## src/rtl/music_pkg.sv

```systemverilog
// Shared widths, sequencer state codes and ROM word markers for the music datapath.
// Pure declarations: no logic, no latency, no flow control.
// State codes are plain 3-bit constants so older netlists can still decode them.
package music_pkg;

    localparam int SONG_W = 2;
    localparam int IDX_W  = 5;
    localparam int NOTE_W = 6;
    localparam int DUR_W  = 6;

    typedef logic [2:0] state_t;

    localparam state_t IDLE      = 3'd0;
    localparam state_t FETCH     = 3'd1;
    localparam state_t READ      = 3'd2;
    localparam state_t LOAD      = 3'd3;
    localparam state_t WAIT_DONE = 3'd4;
    localparam state_t NEXT      = 3'd5;
    localparam state_t END       = 3'd6;
    localparam state_t STOPPED   = 3'd7;

    localparam logic [DUR_W-1:0]  END_MARKER_DUR = '0;
    localparam logic [NOTE_W-1:0] REST_NOTE      = '0;

endpackage

```

## src/rtl/note_sequencer.sv

```systemverilog
// Walks a song ROM and hands {note, duration} words to the note player.
// Latency: play seen in IDLE -> load pulse 3 cycles later; done -> next load 4 cycles later.
// Backpressure: play=0 stalls IDLE/FETCH/LOAD; one note in flight until done_with_note.
module note_sequencer
    import music_pkg::*;
(
    input  logic                    clk,
    input  logic                    reset,
    input  logic                    play,
    input  logic [SONG_W-1:0]       song,
    output logic [SONG_W+IDX_W-1:0] rom_addr,
    input  logic [NOTE_W+DUR_W-1:0] rom_data,
    output logic [NOTE_W-1:0]       note_to_load,
    output logic [DUR_W-1:0]        duration_to_load,
    output logic                    load_new_note,
    input  logic                    done_with_note,
    output logic                    song_done
);

    state_t              state;
    logic [IDX_W-1:0]    idx;
    logic [SONG_W-1:0]   song_reg;
    logic [NOTE_W-1:0]   rom_note;
    logic [DUR_W-1:0]    rom_dur;
    logic                song_change;

    assign {rom_note, rom_dur} = rom_data;
    assign rom_addr            = {song_reg, idx};
    assign song_change         = (song != song_reg);

    // A paused LOAD holds the pulse back until play returns.
    assign load_new_note = (state == LOAD) && play;
    assign song_done     = (state == END);

    always_ff @(posedge clk or posedge reset) begin
        if (reset) begin
            state            <= IDLE;
            idx              <= '0;
            song_reg         <= '0;
            note_to_load     <= '0;
            duration_to_load <= '0;
        end else if (song_change) begin
            // Song select wins over everything; output note registers are left alone.
            song_reg <= song;
            idx      <= '0;
            state    <= IDLE;
        end else begin
            case (state)
                IDLE: begin
                    if (play) state <= FETCH;
                end
                FETCH: begin
                    if (play) state <= READ;
                end
                READ: begin
                    if (rom_dur == END_MARKER_DUR) begin
                        state <= END;
                    end else begin
                        note_to_load     <= rom_note;
                        duration_to_load <= rom_dur;
                        state            <= LOAD;
                    end
                end
                LOAD: begin
                    if (play) state <= WAIT_DONE;
                end
                WAIT_DONE: begin
                    if (done_with_note) state <= NEXT;
                end
                NEXT: begin
                    // Last slot ends the song without wrapping the index.
                    if (&idx) begin
                        state <= END;
                    end else begin
                        idx   <= idx + 1'b1;
                        state <= FETCH;
                    end
                end
                END:     state <= STOPPED;
                STOPPED: state <= STOPPED;
                default: state <= IDLE;
            endcase
        end
    end

endmodule

```

## config.mk

```make
export PLATFORM = sky130hd
export DESIGN_NAME = note_sequencer
export DESIGN_NICKNAME = d
export VERILOG_FILES = /design/src/rtl/music_pkg.sv /design/src/rtl/note_sequencer.sv
export SDC_FILE = /design/constraint.sdc
export NUM_CORES = 1
export LEC_CHECK = 0
export ABC_CLOCK_PERIOD_IN_PS = 2700
export CAP_MARGIN = 20
export CELL_PAD_IN_SITES_DETAIL_PLACEMENT = 1
export CELL_PAD_IN_SITES_GLOBAL_PLACEMENT = 1
export CORE_MARGIN = 4
export CORE_UTILIZATION = 30
export DETAILED_ROUTE_END_ITERATION = 10
export PLACE_DENSITY_LB_ADDON = 0.1
export SYNTH_ARGS = -nofsm -noshare
export SYNTH_HDL_FRONTEND = slang
export SYNTH_SLANG_ARGS = --single-unit
```

## constraint.sdc

```tcl
create_clock -name clk -period 2.7 [get_ports clk]
set_input_delay 0.27 -clock clk [delete_from_list [all_inputs] [get_ports clk]]
set_output_delay 0.27 -clock clk [all_outputs]
set_load 0.03 [all_outputs]
```

* After elaboration in Yosys (flattened, before gate mapping) *
Index checks and enable logic that the tools add are counted.
W data, S select, Z words.

storage, ports and cells
  word-level logic and storage cells = 41
  register bits after elaboration = 22
  bits of input ports = 18

operators by class
  add/sub/neg operators = 1
  mux-type cells = 11
  equality and inequality tests = 13
  reductions and logical operators = 9
  bitwise gates (word level) = 2

operator list
  cell                   number
  $mux W3                7
  $pmux W3 S7            1
  $mux W5                3
  $eq A3 B3 Y1 const B   4
  $ne A3 B3 Y1 const B   4
  $eq A3 B2 Y1 const B   2
  $logic_not A6 Y1       1
  $add A5 B1 Y5 const B  1
  $reduce_and A5 Y1      1
  $reduce_and A4 Y1      1
  $eq A3 B1 Y1 const B   1
  $logic_not A3 Y1       1
  $reduce_and A3 Y1      1
  $ne A2 B2 Y1           1
  $ne A2 B2 Y1 const B   1
  $not A1 Y1             2
  $reduce_and A2 Y1      1
  $reduce_bool A2 Y1     1
  $reduce_or A2 Y1       1
  $logic_and A1 B1 Y1    1

* Longest topological paths before layout *
Gate-level depths: netlist of the first run.

  depth in word-level cells = 4
  depth in mapped cells = 8
  gate-level depth less buffers = 7

* Worst setup path before layout of the first run *
Ideal clock, no wire load.

  kind = register -> register
  from = register idx[0]
  to = register idx[3]
  library setup time = 0.129 ns
  data required time = 2.571 ns
  stages on the path, launching flop included = 9
  clock period less this slack = 2.069 ns
  data arrival time = 1.940 ns
  path slack = 0.631 ns
  path through = dfrtp_1 -> ha_1 -> and3_1 -> ha_1 -> and4bb_2 -> clkbuf_1 -> nand4_1 -> xor2_1 -> nor2_1

on the way
  word-level cells in the longest chain between the ends = 4

ends and longest elaborated chain
  element                 RTL line              source
  from (decl)             note_sequencer.sv:21  logic [IDX_W-1:0] idx;
  from (signal assigned)  note_sequencer.sv:75  idx <= idx + 1'b1;
  $add A5 B1 Y5           note_sequencer.sv:75
  $mux W5                 note_sequencer.sv:72  if (&idx) begin
  $mux W5                 note_sequencer.sv:48  case (state)
  $mux W5                 note_sequencer.sv:42  end else if (song_change) begin

Parallel ways exist; a longest one is shown, timed or not. The select of a mux whose other input is x is not followed.
A chain may end at the register's enable or synchronous reset.

* Worst setup path after layout of the first run *
  from = register state[1]
  to = output port song_done

on the way
  word-level cells in the longest chain between the ends = 1

ends and longest elaborated chain
  element                 RTL line              source
  from (decl)             note_sequencer.sv:20  state_t state;
  from (signal assigned)  note_sequencer.sv:37  state <= IDLE;
  from (signal assigned)  note_sequencer.sv:46  state <= IDLE;
  from (signal assigned)  note_sequencer.sv:50  if (play) state <= FETCH;
  $eq A3 B3 Y1            note_sequencer.sv:33  assign song_done = (state == END);
  to (decl)               note_sequencer.sv:17  output logic song_done

Every way passes these cells.

==> summary.md, run 1 <==
| Metric | Value |
|---|---|
| Status | complete, no violations |
| Post-synth cell types | 34 |
| Final Hold Viols | 0 |
| Post-DP HPWL | 1819 microns |
| Crit path max-delay family | buffers and inverters |
| Synth-to-layout area growth | 42.66% |
| Final setup viols | 0 |
| Cts hold-fix bufs | 0 |
| DRC | 0 |
| GPL Wtd Cong | 0.7620 |
| Final period util | 0.7835 |
| DR WL/cell | between 10 and 15 microns |
| Layout Cells excl Fill | 170 |
| Max incr delay on CP | 0.66 ns |
| Initial antenna violation count | 0 |
| Hold/Removal Path Class | in2async |
| Drt pass-1 iters | 4 |
| Max Slew Vio Count | 0 |
| Die area | between 4000 and 5000 sq um |
| GRT Total Usage | 0.1259 |
| Vias per inst | about 4.7 |
| Headroom to the max-slew limit | 0.4348 |
| Syn avg cell area | 11.96 sq um |
| Largest net degree at the start of global routing | 23 |
| Clock transition at path regs | 0.13 ns |
| VDD IR-drop max | 0.2826 mV |
| Width of the chip | 67.58 microns |
| Max clock buf depth | 2 |
| Core footprint | 3390 sq um |
| Sequential share of the synthesized area | 0.5170 |
| Combinational power share | 0.276 |
| Initial Utilization | 0.3141 |
| Post-cts resize count | 0 |
| Port Buffers | 38 |
| Syn nets | approximately 110 |
| Worst reg2reg startpoint | idx[0] |
| Crit path buf inv count | 1 |
| WP data required | 2.43 ns |
| CTS sink count | 22 |
| NumNets Final | 145 |
| Design area | 1519 sq um |
| CTS tree | built |
| Regs by FF count | duration_to_load (6), note_to_load (6), idx (5) |
| Mapped Cells | 89 |
| Sequential share of power | 0.436 |
| RSZ-0062 raised after global routing | false |
| DP Area | 1466 sq um |
| Final Critical Period | roughly 2.1 ns |
| Power Density | 594.1 nW/um^2 |
| Worst path cell trace | nor2b_4 -> and2_2 -> clkdlybuf4s50_1 |
| YS warnings | 0 |
| Max H-tree Level | 1 |
| Worst Skew | 0.001422 ns |
| Clk root buf | clkbuf_4 |
| Reg-to-reg slack, setup | 0.82 ns |
| Setup TNS | 0 ns |
| CP Launch Type | flop |
| Fmax | 472.7 MHz |
| Switching power | 0.0002606 W |
| First-pass GRT wire length | 4291 microns |
| Leakage | 0.6410 nW |
| Max Cap Viol | 0 |
| Setup Buffers After CTS | 0 |
| Cell Int Power | 0.0006419 W |
| # IOs | 39 |
| Routed wire length | ~2500 microns |
| Num CTS Buffers | 3 |
| Power share of the clock group | 0.288 |
| Die height | 67.58 microns |
| Final core occ | 0.4481 |
| N_diodes | 0 |
| Routed Antenna Nets | 0 |
| Sw Ratio | 0.2888 |
| Vias in the first global route | approximately 910 |
| Worst-Margin Slew | between 0.8 and 0.9 ns |
| Layout cells sized above 1 | 0.1855 |
| Worst setup EP type | primary output |
| Critical path class | reg2out |
| Yosys reg bits | 22 |
| Initial DRC count | 17 |
| Total gr overflow | 0 |
| Reg-to-Reg End | idx[3] |
| Placed insts | 166 |
| Critical Path AT | 1.85 ns |
| Crit-path max FO | 8 |
| Worst-skew pair later-pin latency | 0.32 ns |
| Synthesized cell area | roughly 1100 sq um |
| Total number of vias | 807 |
| R2R cell count | 7 |
| Slowest CP cell | clkdlybuf4s50_1 |
| Row count | 21 |
-- worst max-delay path by stage --
stage / depth (start not counted) / to / start / slack, ns
after floorplan: 8 / idx[3] / idx[0] / 0.63
after global placement: 5 / note_to_load[3] / song[0] / 0.59
after detailed placement: 5 / note_to_load[4] / song[0] / 0.53
after CTS: 3 / song_done / state[1] / 0.56
after global routing: 3 / song_done / state[1] / 0.48
final: 3 / song_done / state[1] / 0.58
-- metal layers --
layer  global-route usage  wire [microns]  up-vias
li1                     -               -      380
met1               0.1597            1137      398
met2               0.1981            1124       25
met3              0.03661             169        4
met4              0.05316              37        0
met5                    0               0        -
-- stage by stage --
step / power (W) / hold WS (ns) / setup slack, ns
final: 0.0009025 / 0.4048 / 0.5847
after global routing: 0.0009441 / 0.4178 / 0.4771
after floorplan: 0.0005355 / 0.2592 / 0.6314
after CTS: 0.0009189 / 0.4133 / 0.5591
after detailed placement: 0.0006515 / 0.4883 / 0.5309
after global placement: 0.0006516 / 0.4910 / 0.5939
-- synthesized netlist by cell type, drive strengths merged --
| library cell | n | area (sq um) |
|---|---|---|
| dfrtp | 22 | 550.5 |
| nor2 | 8 | 30.03 |
| a22o | 6 | 60.06 |
| mux2 | 6 | 82.58 |
| nand2 | 5 | 21.27 |
| clkbuf | 4 | 15.01 |
| xor2 | 4 | 35.03 |
| buf | 3 | 21.27 |
| inv | 3 | 11.26 |
| a211oi | 2 | 15.01 |
| a21oi | 2 | 10.01 |
| ha | 2 | 25.02 |
| mux2i | 2 | 20.02 |
| nand3 | 2 | 10.01 |
| o21ai | 2 | 10.01 |
| a221oi | 1 | 8.760 |
| and2 | 1 | 7.510 |
| and3 | 1 | 6.260 |
| and4bb | 1 | 12.51 |
| nand2b | 1 | 6.260 |
| nand4 | 1 | 6.260 |
| nor2b | 1 | 13.76 |
| nor3 | 1 | 5.000 |
| nor4 | 1 | 6.260 |
| nor4b | 1 | 23.77 |
| o21a | 1 | 7.510 |
| o31a | 1 | 10.01 |
| o32ai | 1 | 8.760 |
| or2 | 1 | 6.260 |
| or4b | 1 | 10.01 |
| xnor2 | 1 | 8.760 |
-- power by group through the flow --
stage	clock, W	sequential, W	combinational [W]
finish	0.000260	0.000393	0.000249
global route	0.000279	0.000401	0.000265
CTS	0.000271	0.000394	0.000253
detailed placement	0	0.000400	0.000252
global placement	0	0.000401	0.000250
floorplan	0	0.000466	0.0000699
-- worst reg2reg max path, delay by kind of cell (launching register included) --
family,cells,cell delay (ns)
adder cells (fa/ha/maj),2,0.43
XOR/XNOR,1,0.14
flip-flops,1,0.44
AND/OR/NAND/NOR,4,0.77
-- area by class of cell --
class,instances,area (sq um)
Clock buffer,3,22.52
Clock inverter,1,30.03
Fill cell,361,1871
Tap cell,46,57.56
Inverter,3,11.26
Timing Repair Buffer,38,380.4
Multi-Input combinational cell,57,466.7
Sequential cell,22,550.5
-- logic make-up (layout without fill, tap and decap cells) --
family	count (synthesis)	in the layout	synth area share
flops	22	22	0.5170
simple gates	26	26	0.1551
compound gates	16	16	0.1222
xor+xnor	5	5	0.04113
buf+inv	10	45	0.04465
fa+ha+maj	2	2	0.02350
mux	8	8	0.09636
-- placed cells by master (no fill, tap or decap), drive strengths merged, types with 2 or more instances in the layout --
master / Yosys / routed
a211oi: 2 / 2
a21oi: 2 / 2
a22o: 6 / 6
clkbuf: 4 / 3
clkdlybuf4s50: 0 / 38
dfrtp: 22 / 22
ha: 2 / 2
inv: 3 / 3
mux2: 6 / 6
mux2i: 2 / 2
nand2: 5 / 5
nand3: 2 / 2
nor2: 8 / 8
o21ai: 2 / 2
xor2: 4 / 4
Note: power is estimated with default switching activity, not from simulation.
==> run 2, diff against run 1 <==
ABC_CLOCK_PERIOD_IN_PS = 2200   (was 2700)
clock period = 2.2 ns   (was 2.7 ns; I/O delays follow)
==> run 2 against run 1 <==
Total power is 23% higher; worst setup slack got worse by 0.48 ns; first-iteration DRC count up 53%; clock skew rose by 0.016 ns; register-to-register slack lost 0.51 ns; worst hold slack worse by 0.19 ns; sequential share of layout area is 0.48 points lower; final cell count increased by 1.8%; die area stayed put; combinational power grew 24%.
==> summary.md, run 2 (synthesized netlist as in run 1, its figures left out) <==
| Metric | Value |
|---|---|
| Routed wire length | 2585 microns |
| Post-DP HPWL | 1937 microns |
| Worst-skew pair later-pin latency | 0.32 ns |
| Clock transition at path regs | 0.14 ns |
| Regs by FF count | duration_to_load (6), note_to_load (6), idx (5) |
| Setup TNS | 0 ns |
| DP Area | 1489 sq um |
| Routed Antenna Nets | 0 |
| N_diodes | 0 |
| Final setup viols | 0 |
| Vias per inst | 4.775 |
| Cts hold-fix bufs | 0 |
| Crit-path max FO | 10 |
| Layout cells sized above 1 | 0.2126 |
| Port Buffers | 38 |
| Drt pass-1 iters | 2 |
| Total gr overflow | 0 |
| # IOs | 39 |
| Initial antenna violation count | 0 |
| Vias in the first global route | 920 |
| Max Slew Vio Count | 0 |
| Max Cap Viol | 0 |
| Hold/Removal Path Class | in2async |
| Largest net degree at the start of global routing | 23 |
| Row count | 21 |
| Clk root buf | clkbuf_4 |
| DRC | 0 |
| Initial DRC count | 26 |
| CP Launch Type | flop |
| CTS sink count | 22 |
| VDD IR-drop max | a little over 0.5 mV |
| Final Hold Viols | 0 |
| Hold Slack | 0.2198 ns |
| Commonest non-fill, non-tap cell in the layout | clkdlybuf4s50_1 |
| Status | complete, no violations |
| GPL Wtd Cong | 0.7707 |
| Critical Path AT | roughly 1.9 ns |
| Core footprint | between 3000 and 4000 sq um |
| RSZ-0062 raised after global routing | false |
| Max H-tree Level | 1 |
| Design area | 1543 sq um |
| First-pass GRT wire length | 4305 microns |
| Leakage | ~0.66 nW |
| Post-cts resize count | 0 |
| Power Density | 720.0 nW/um^2 |
| Worst Skew | 0.01788 ns |
| Placed insts | 169 |
| Worst-Margin Slew | 0.3757 ns |
| Die height | 67.58 microns |
| Most frequent cells in the layout | clkdlybuf4s50_1, dfrtp_1, nor2_1, a22o_2 |
| Final Critical Period | 2.092 ns |
| Headroom to the max-slew limit | 0.7495 |
| NumNets Final | roughly 150 |
| WP data required | 1.98 ns |
| Total number of vias | 826 |
| CTS tree | built |
| DR WL/cell | 14.94 microns |
| Width of the chip | 67.58 microns |
| Synth-to-layout area growth | 44.89% |
| Num CTS Buffers | 3 |
| Layout Cells excl Fill | 173 |
| Initial Utilization | 0.3141 |
| Max clock buf depth | 2 |
| Die area | 4566 sq um |
| Setup Buffers After CTS | 0 |
| GRT Total Usage | 0.1260 |
| Final period util | 0.9507 |
| Critical path class | reg2out |
| Fmax | 478.1 MHz |
| Worst setup EP type | primary output |
## run 2: cell count changes in the layout (fill, tap and decap cells not counted), sizes merged
| cell | change |
|---|---|
| buf | +3 |
## run 2: path summary, 6_finish.rpt
path,startpoint,to,slack [ns],depth (start not counted)
worst max-delay path,state[0],song_done,0.11,3
worst min-delay path,reset,duration_to_load[0],0.22,3
worst max register to register,idx[0],idx[3],0.31,7
worst min register to register,note_to_load[1],note_to_load[1],0.53,1
max in group asynchronous,reset,idx[0],1.74,3
min in group clk,song[1],song_reg[1],0.37,1
## run 2: worst max-delay path, stage by stage, from the launching register on
cell and delay, ns:
dfrtp_1 0.53, nor2b_4 0.21, and2_2 0.15, clkdlybuf4s50_1 0.66
## run 2: area by class of cell
class                   instances  area, sq um
fillers                       367         1847
flip-flops and latches         22        551.8
well taps                      46        57.56
inverters                       3        11.26
multi-input cells              57        466.7
clock buffers                   3        22.52
repair buffers                 41        402.9
clock inverters                 1        30.03
## run 2: routing by layer
| metal | track usage | vias up | wire length, microns |
|---|---|---|---|
| met3 | 0.04659 | 2 | 188 |
| met4 | 0.03038 | 0 | 19 |
| met1 | 0.1521 | 412 | 1125 |
| li1 | - | 387 | - |
| met2 | 0.2114 | 25 | 1252 |
| met5 | 0 | - | 0 |
## run 2: metrics by stage
| stage | setup slack (ns) | power, W | util |
|---|---|---|---|
| global route | 0.02092 | 0.001162 | 0.4552 |
| detailed placement | 0.2176 | 0.0008034 | 0.4393 |
| floorplan | 0.1314 | 0.0006572 | - |
| global placement | 0.2351 | 0.0007991 | 0.4393 |
| CTS | 0.08797 | 0.001128 | 0.4548 |
| finish | 0.1084 | 0.001111 | 0.4552 |
## run 2: report_power, final
group / switching, W / total (W) / internal, W
Sequential: 0.0000347 / 0.000485 / 0.000451
Clock: 0.000134 / 0.000318 / 0.000184
Combinational: 0.000153 / 0.000308 / 0.000155
Total: 0.000321 / 0.00111 / 0.000790
==> run 3, diff against run 2 <==
ABC_CLOCK_PERIOD_IN_PS = not set   (was 2200)
PLACE_DENSITY = 0.72   (was not set)
PLACE_DENSITY_LB_ADDON = not set   (was 0.1)
==> run 3 against run 2 <==
Total power decreased by 8.0%; clock skew down 0.012 ns; final area down 1.1%; largest power group unchanged; sequential power is essentially flat; critical path depth stayed put; via count down 2.1%; critical endpoint unchanged; clock power shrank 28%.
==> summary.md, run 3 (synthesized netlist as in run 1, its figures left out) <==
| Metric | Value |
|---|---|
| Routed wire length | 2585 microns |
| Hold Slack | 0.2532 ns |
| Final setup viols | 0 |
| DR WL/cell | 14.94 microns |
| Setup Buffers After CTS | 0 |
| Cts hold-fix bufs | 0 |
| Fmax | 479.0 MHz |
| Status | complete, no violations |
| Power share of the clock group | 0.223 |
| Row count | 21 |
| Total gr overflow | 0 |
| Worst-Margin Slew | 0.3660 ns |
| Width of the chip | 67.58 microns |
| Die height | 67.58 microns |
| Initial DRC count | 46 |
| Setup TNS | 0 ns |
| Regs by FF count | duration_to_load (6), note_to_load (6), idx (5) |
| Critical Path AT | 1.87 ns |
| Clock transition at path regs | roughly 0.13 ns |
| Post-DP HPWL | between 2000 and 2500 microns |
| RSZ-0062 raised after global routing | false |
| Final Critical Period | 2.088 ns |
| Total number of vias | a little over 800 |
| Max Slew Vio Count | 0 |
| Commonest non-fill, non-tap cell in the layout | clkdlybuf4s50_1 |
| Design area | 1525 sq um |
| Total Power | a little over 0.001 W |
| First-pass GRT wire length | between 4000 and 5000 microns |
| DP Worst Slack | 0.2854 ns |
| NumNets Final | 148 |
| Cell Int Power | 0.0007062 W |
| Synth-to-layout area growth | 43.24% |
| Routed Antenna Nets | 0 |
| GRT Total Usage | 0.1268 |
| Critical path class | reg2out |
| WP data required | around 2 ns |
| DRC | 0 |
| Initial Utilization | 0.3141 |
| Combinational power share | 0.302 |
| Max H-tree Level | 1 |
| # IOs | 39 |
| Worst Skew | 0.005758 ns |
| Setup ws final | 0.1121 ns |
| Leakage | 0.6497 nW |
| CP Launch Type | flop |
| Port Buffers | 38 |
| Worst-skew pair later-pin latency | 0.31 ns |
| CTS sink count | 22 |
| Most frequent cells in the layout | clkdlybuf4s50_1, dfrtp_1, nor2_1, a22o_2 |
| Initial antenna violation count | 0 |
| Num CTS Buffers | 3 |
| Clk root buf | clkbuf_4 |
| Vias per inst | 4.676 |
| Switching power | 0.0003153 W |
| Post-cts resize count | 0 |
| Final Hold Viols | 0 |
| Crit-path max FO | 8 |
| Power Density | 669.8 nW/um^2 |
| Filler Cell Count | 367 |
| Final period util | 0.9490 |
| Max clock buf depth | 2 |
| Sequential share of power | 0.475 |
| Max Cap Viol | 0 |
| N_diodes | 0 |
| Die area | ~4600 sq um |
| Hold/Removal Path Class | in2async |
| Reg-to-reg slack, setup | 0.30 ns |
| CTS tree | built |
| Worst setup EP type | primary output |
| Largest net degree at the start of global routing | 23 |
| Vias in the first global route | 922 |
| VDD IR-drop max | around 0.27 mV |
| GPL Wtd Cong | 0.7561 |
| Drt pass-1 iters | 4 |
| Core footprint | 3390 sq um |
| Layout cells sized above 1 | 0.2047 |
| Headroom to the max-slew limit | 0.7560 |
| DP Area | 1489 sq um |
| Sw Ratio | 0.3087 |
-- run 3: changes by cell type in the layout (fill, tap and decap cells not counted) --
cell	previous run	this run
dfrtp_2	1	0
clkbuf_8	0	1
dfrtp_1	21	22
bufinv_16	1	0
-- run 3: worst max-delay path, cell delays in order, from the launching register on --
cell             delay, ns
dfrtp_1               0.49
nor2b_4               0.25
and2_2                0.15
clkdlybuf4s50_1       0.66
-- run 3: layout make-up --
| class | instances | area [sq um] | share of cell area |
|---|---|---|---|
| clock buffer | 4 | 36.28 | 0.02379 |
| multi-input combinational | 57 | 466.7 | 0.3060 |
| inverter | 3 | 11.26 | 0.007383 |
| tap | 46 | 57.56 | 0.03774 |
| timing repair buffer | 41 | 402.9 | 0.2642 |
| sequential | 22 | 550.5 | 0.3610 |
-- run 3: routing by layer --
layer / GRT usage / share of wire / vias up
met5: 0 / 0 / -
met4: 0.05316 / 0.0097 / 0
met3: 0.02496 / 0.051 / 2
met2: 0.2114 / 0.51 / 21
met1: 0.1582 / 0.43 / 398
li1: - / - / 388
-- run 3: through the flow --
step             util  std cells
2_1_floorplan       -         89
3_3_place_gp   0.4393        169
3_5_place_dp   0.4393        169
4_1_cts        0.4500        173
5_1_grt        0.4500        173
6_report       0.4500        173
-- run 3: path summary, 6_finish.rpt --
check,startpoint,end,depth (start not counted)
worst max register to register,idx[0],idx[3],7
worst min register to register,duration_to_load[0],duration_to_load[0],1
min in group clk,song[0],song_reg[0],1
max in group asynchronous,reset,song_reg[1],3
worst max-delay path,state[1],song_done,3
worst min-delay path,reset,note_to_load[3],3
-- run 3: power groups by stage --
| stage | combinational (W) | clock (W) | sequential, W |
|---|---|---|---|
| after floorplan | 0.0000858 | 0 | 0.000571 |
| after global placement | 0.000306 | 0 | 0.000493 |
| after detailed placement | 0.000312 | 0 | 0.000493 |
| after CTS | 0.000313 | 0.000237 | 0.000485 |
| after global routing | 0.000328 | 0.000252 | 0.000492 |
| final | 0.000308 | 0.000228 | 0.000486 |
